## config.mk

```make
export PLATFORM = sky130hd
export DESIGN_NAME = mem_arbiter
export DESIGN_NICKNAME = d
export VERILOG_FILES = /design/src/rtl/types_pkg.sv /design/src/rtl/rr_arbiter.sv /design/src/rtl/mem_arbiter.sv
export SDC_FILE = /design/constraint.sdc
export NUM_CORES = 1
export LEC_CHECK = 0
export ABC_AREA = 1
export CAP_MARGIN = 20
export CORE_MARGIN = 3
export CORE_UTILIZATION = 43
export CTS_CLUSTER_DIAMETER = 30
export DETAILED_ROUTE_END_ITERATION = 6
export PLACE_DENSITY_LB_ADDON = 0.3
export SLEW_MARGIN = 15
export SYNTH_ARGS = -nofsm -noshare
export SYNTH_HDL_FRONTEND = slang
export SYNTH_HIERARCHICAL = 1
export SYNTH_SLANG_ARGS = --single-unit
export TNS_END_PERCENT = 1
```

## constraint.sdc

```tcl
create_clock -name clk -period 2.9 [get_ports clk]
set_input_delay 0.29 -clock clk [delete_from_list [all_inputs] [get_ports clk]]
set_output_delay 0.29 -clock clk [all_outputs]
set_load 0.005 [all_outputs]
```

## src/rtl/types_pkg.sv

```systemverilog
// Shared types for the memory-side blocks: data word, arbiter FSM state, requester limit.
// Pure declarations; no latency or flow control of its own.
package types_pkg;

  localparam int ARB_MAX_REQ = 8;

  typedef logic [31:0] word_t;

  typedef enum logic [1:0] {
    IDLE,
    ISSUE,
    WAIT,
    RESP
  } arb_state_e;

endpackage

```

## src/rtl/rr_arbiter.sv

```systemverilog
// Round-robin pick: first set req bit searching upward from ptr, wrapping at NUM_REQ.
// Purely combinational (zero latency); no backpressure, gnt is one-hot or zero.
module rr_arbiter #(
  parameter int NUM_REQ = 2
) (
  input  logic [NUM_REQ-1:0]         req,
  input  logic [$clog2(NUM_REQ)-1:0] ptr,
  output logic [NUM_REQ-1:0]         gnt,
  output logic [$clog2(NUM_REQ)-1:0] gnt_idx
);

  localparam int IDX_W = $clog2(NUM_REQ);

  logic [IDX_W-1:0] sel;
  logic             found;

  always_comb begin
    gnt     = '0;
    gnt_idx = '0;
    found   = 1'b0;
    sel     = '0;
    for (int i = 0; i < NUM_REQ; i++) begin
      sel = IDX_W'((int'(ptr) + i) % NUM_REQ);
      if (!found && req[sel]) begin
        found    = 1'b1;
        gnt[sel] = 1'b1;
        gnt_idx  = sel;
      end
    end
  end

endmodule

```

## src/rtl/mem_arbiter.sv

```systemverilog
// Shares one single-port memory among NUM_REQ requesters, one transaction in flight.
// Handshake T -> mem_en T+1 -> rsp_valid T+2+MEM_LATENCY; req_ready held low while busy.
module mem_arbiter
  import types_pkg::*;
#(
  parameter int NUM_REQ     = 2,
  parameter int ADDR_W      = 32,
  parameter int DATA_W      = 32,
  parameter int MEM_LATENCY = 1
) (
  input  logic                           clk,
  input  logic                           reset,
  input  logic [NUM_REQ-1:0]             req_valid,
  output logic [NUM_REQ-1:0]             req_ready,
  input  logic [NUM_REQ-1:0]             req_we,
  input  logic [NUM_REQ-1:0][ADDR_W-1:0] req_addr,
  input  logic [NUM_REQ-1:0][DATA_W-1:0] req_wdata,
  output logic [NUM_REQ-1:0]             rsp_valid,
  output logic [DATA_W-1:0]              rsp_rdata,
  output logic                           mem_en,
  output logic                           mem_we,
  output logic [ADDR_W-1:0]              mem_addr,
  output logic [DATA_W-1:0]              mem_wdata,
  input  logic [DATA_W-1:0]              mem_rdata,
  output logic                           busy,
  output logic [$clog2(NUM_REQ)-1:0]     grant_id
);

  localparam int         IDX_W = $clog2(NUM_REQ);
  localparam logic [3:0] LAT   = 4'(MEM_LATENCY);

  if (NUM_REQ < 2 || NUM_REQ > ARB_MAX_REQ || MEM_LATENCY < 1 || MEM_LATENCY > 15) begin : g_bad_param
    $error("mem_arbiter: NUM_REQ must be 2..8 and MEM_LATENCY 1..15");
  end

  arb_state_e         state, state_nxt;
  logic [IDX_W-1:0]   rr_ptr;
  logic [IDX_W-1:0]   win_idx;
  logic [NUM_REQ-1:0] win_gnt;
  logic               lat_we;
  logic [3:0]         wait_cnt;

  rr_arbiter #(.NUM_REQ(NUM_REQ)) u_rr (
    .req     (req_valid),
    .ptr     (rr_ptr),
    .gnt     (win_gnt),
    .gnt_idx (win_idx)
  );

  // Only path from inputs to outputs; gated by reset so nothing is accepted while held.
  assign req_ready = (state == IDLE && reset) ? win_gnt : '0;

  always_comb begin
    state_nxt = state;
    case (state)
      IDLE:    if (|req_ready) state_nxt = ISSUE;
      ISSUE:   state_nxt = WAIT;
      WAIT:    if (wait_cnt == 4'd1) state_nxt = RESP;
      RESP:    state_nxt = IDLE;
      default: state_nxt = IDLE;
    endcase
  end

  always_ff @(posedge clk or negedge reset) begin
    if (!reset) begin
      state <= IDLE;
    end else begin
      state <= state_nxt;
    end
  end

  always_ff @(posedge clk or negedge reset) begin
    if (!reset) begin
      rr_ptr    <= '0;
      grant_id  <= '0;
      wait_cnt  <= '0;
      lat_we    <= 1'b0;
      mem_en    <= 1'b0;
      mem_we    <= 1'b0;
      mem_addr  <= '0;
      mem_wdata <= '0;
      rsp_valid <= '0;
      rsp_rdata <= '0;
      busy      <= 1'b0;
    end else begin
      mem_en    <= 1'b0;
      mem_we    <= 1'b0;
      rsp_valid <= '0;
      busy      <= (state_nxt != IDLE);
      case (state)
        IDLE: begin
          if (|req_ready) begin
            grant_id  <= win_idx;
            rr_ptr    <= (win_idx == IDX_W'(NUM_REQ - 1)) ? '0 : win_idx + 1'b1;
            lat_we    <= req_we[win_idx];
            mem_en    <= 1'b1;
            mem_we    <= req_we[win_idx];
            mem_addr  <= req_addr[win_idx];
            mem_wdata <= req_wdata[win_idx];
          end
        end
        ISSUE: wait_cnt <= LAT;
        WAIT: begin
          wait_cnt <= wait_cnt - 4'd1;
          // Response is registered here so it lands exactly in the RESP cycle.
          if (wait_cnt == 4'd1) begin
            rsp_rdata <= lat_we ? '0 : mem_rdata;
            rsp_valid <= NUM_REQ'(1) << grant_id;
          end
        end
        default: ;
      endcase
    end
  end

endmodule

```

==> out/qor.yml <==
status: "completed"
grt_pass1_wl_mm: 24.6
placeableCoreArea_um2: 11700
tns_ns: 0
yosysWarnings: 6
async_reset_ff_share_pct: 100
wl_met2_mm: 7.96
wirelength_mm: 15.9
top_layer: "met4"
synthToLayoutAreaGrowth_pct: 57.7
synth_xor_xnor_area_share_pct: 0
ir_drop_mv: 0.449
drtAntennaViolNets: 0
syn-mean-instance-area_um2: 7.53
synth_common_cells: "nand2_1, dfrtp_1, nand3_1, o21ai_0, buf_2"
min_path_type: "input port to async pin"
io_buffer_count: 269
rows: 39
post-cts-setup-buffer-count: 0
synth_edf_count: 0
grt.total_usage_pct: 22.8
cp.required_ns: 2.61
num_antenna_cells: 0
yosys.cell_count.top_type: "nand2_1"
synth_mux_area_share_pct: 0
worstPathMaxFanout: 4
drtIter0Drc: 480
finalCritPeriodShare_pct: 74.3
die_w_um: 116
io-pin-count: 270
drt_pre_antenna_iters: 4
synth_area_leaders: "dfrtp_1, nand2_1, nand3_1"
routabilityCongestion: 0.826
synth_top_area_cell: "dfrtp_1"
rsz0062_at_grt: "false"
via_count: 5292
synth_area_um2: 5240
synth.top_cell.area_share_pct: 52.5
slew_headroom_pct: 32.9
slew_violations: 0
holdBufCountCts: 0
met1_length_mm: 6.38
avgViaCountPerCell: 4.86
cts_resized: 0
synth-simple-area-share_pct: 36.0
p_per_area_nw_per_um2: 829
cts_root_buf: "clkbuf_16"
pre_cts_slack_ns: 0.623
tightest_slew_ns: 1.01
period_minus_slack_ns: 2.15
post-route-drc-count: 0
antenna_found_initial: 0
fin_nets: 1112
crit_type: "input port to output port"
met3WireLength_mm: 1.34
syn_inst: 696
place_hpwl_mm: 11.5
end_kind: "output port"
synth_top_family_by_area: "simple AND/OR/NAND/NOR gates"
fin_worst_skew_ns: 0.00809
grt_max_degree: 67
cts_buffer_depth: 2
ys_types: 19
n_fill_cell: 934
fmax_mhz: 464
clk-insertion-delay-late_ns: 0.34
worst-endpoint-arrival_ns: 1.86
die_y_um: 116
maxCapViolCount: 0
syn-num-nets: 867
synth_compound_area_share_pct: 4.27
ys.flop_type: "dfrtp_1"
grt-ovfl-total: 0
grt_pass1_vias: 4853
layout-drive-gt1-share_pct: 3.59
start_util_pct: 45.0
setup_slack_ns: 0.747
seq_area_frac_synth_pct: 52.5
crit_path_start_kind: "input port"
htree_levels: 3
cts_num_sinks: 110
total_leakage_power_nw: 4.12
die_area_um2: 13600
synth_adder_area_share_pct: 1.19
cts_buffers: 9
wl_per_cell_um: 14.6
hold_violations: 0
clkSlewWorstSetupHoldPaths_ns: 0.07
cts_tree: "done"
ys_ff_latch: 110
setup_viol: 0
state kept, by name (all words and copies together) (netlist names):
signal,cells
mem_addr,32
lat_we,1
mem_en,1
state,2
rsp_rdata,32
busy,1
wait_cnt,4
rsp_valid,2
grant_id,1
mem_we,1
mem_wdata,32
rr_ptr,1
final timing paths:
kind	from	to	slack [ns]	depth (start not counted)
max	req_valid[1]	req_ready[1]	0.75	6
min	reset	mem_addr[29]$_DFFE_PN0P_	0.1	2
max reg2reg	rr_ptr$_DFFE_PN0P_	mem_wdata[5]$_DFFE_PN0P_	0.99	7
min reg2reg	rsp_rdata[24]$_DFFE_PN0P_	rsp_rdata[24]$_DFFE_PN0P_	0.49	2
max in group asynchronous	reset	rsp_rdata[16]$_DFFE_PN0P_	2.23	2
min in group clk	rsp_rdata[24]$_DFFE_PN0P_	rsp_rdata[24]$_DFFE_PN0P_	0.49	2
final cells by class:
| type | count | area (um2) | area share, % |
|---|---|---|---|
| repair buffers | 279 | 2790 | 33.8 |
| inverters | 16 | 60.1 | 0.727 |
| multi-input cells | 525 | 2200 | 26.6 |
| clock inverters | 6 | 45.0 | 0.545 |
| flip-flops and latches | 110 | 2750 | 33.3 |
| well taps | 143 | 179 | 2.16 |
| clock buffers | 10 | 239 | 2.89 |
cell families after synthesis:
family / count (synthesis)
AO/OA/AOI/OAI: 43
adder cells (fa/ha/maj): 5
buffers and inverters: 61
flip-flops: 110
AND/OR/NAND/NOR: 477
placed cells by master, fill, tap and decap left out, drive strengths merged:
cell type,count
clkinv,4
nand3,70
buf,11
inv,18
clkdlybuf4s50,268
nor3b,1
dfrtp,110
ha,5
clkbuf,10
a21boi,1
nand4,1
o21ai,37
a21oi,4
nor2,10
nand2,394
and3,1
o21a,1
worst max-delay path, stage by stage:
cell	delay (ns)
clkdlybuf4s50_1	0.50
inv_1	0.09
a21oi_1	0.22
nand3_2	0.15
inv_1	0.07
clkdlybuf4s50_1	0.55
layer usage:
| layer | up-vias | track usage, % |
|---|---|---|
| met3 | 19 | 5.80 |
| met4 | 0 | 5.72 |
| met2 | 202 | 38.8 |
| met5 | - | 0 |
| li1 | 2652 | - |
| met1 | 2419 | 29.3 |
metrics by stage:
stage | utilization, % | instance area (um2) | power (W) | hold WS (ns) | std cells
final | 70.9 | 8270 | 0.00686 | 0.0982 | 1089
after global routing | 70.9 | 8270 | 0.00739 | 0.157 | 1089
after CTS | 70.7 | 8250 | 0.00692 | 0.121 | 1088
after detailed placement | 68.3 | 7960 | 0.00573 | 0.473 | 1072
after global placement | 68.3 | 7960 | 0.00566 | 0.466 | 1072
after floorplan | - | 5240 | 0.00395 | -0.00559 | 696
power by group:
part	switching (W)	total, W	internal, W
Sequential	0.000342	0.00250	0.00216
Clock	0.000560	0.00117	0.000613
Combinational	0.00147	0.00318	0.00171
Total	0.00237	0.00686	0.00449
Note: power is estimated with default switching activity, not from simulation.
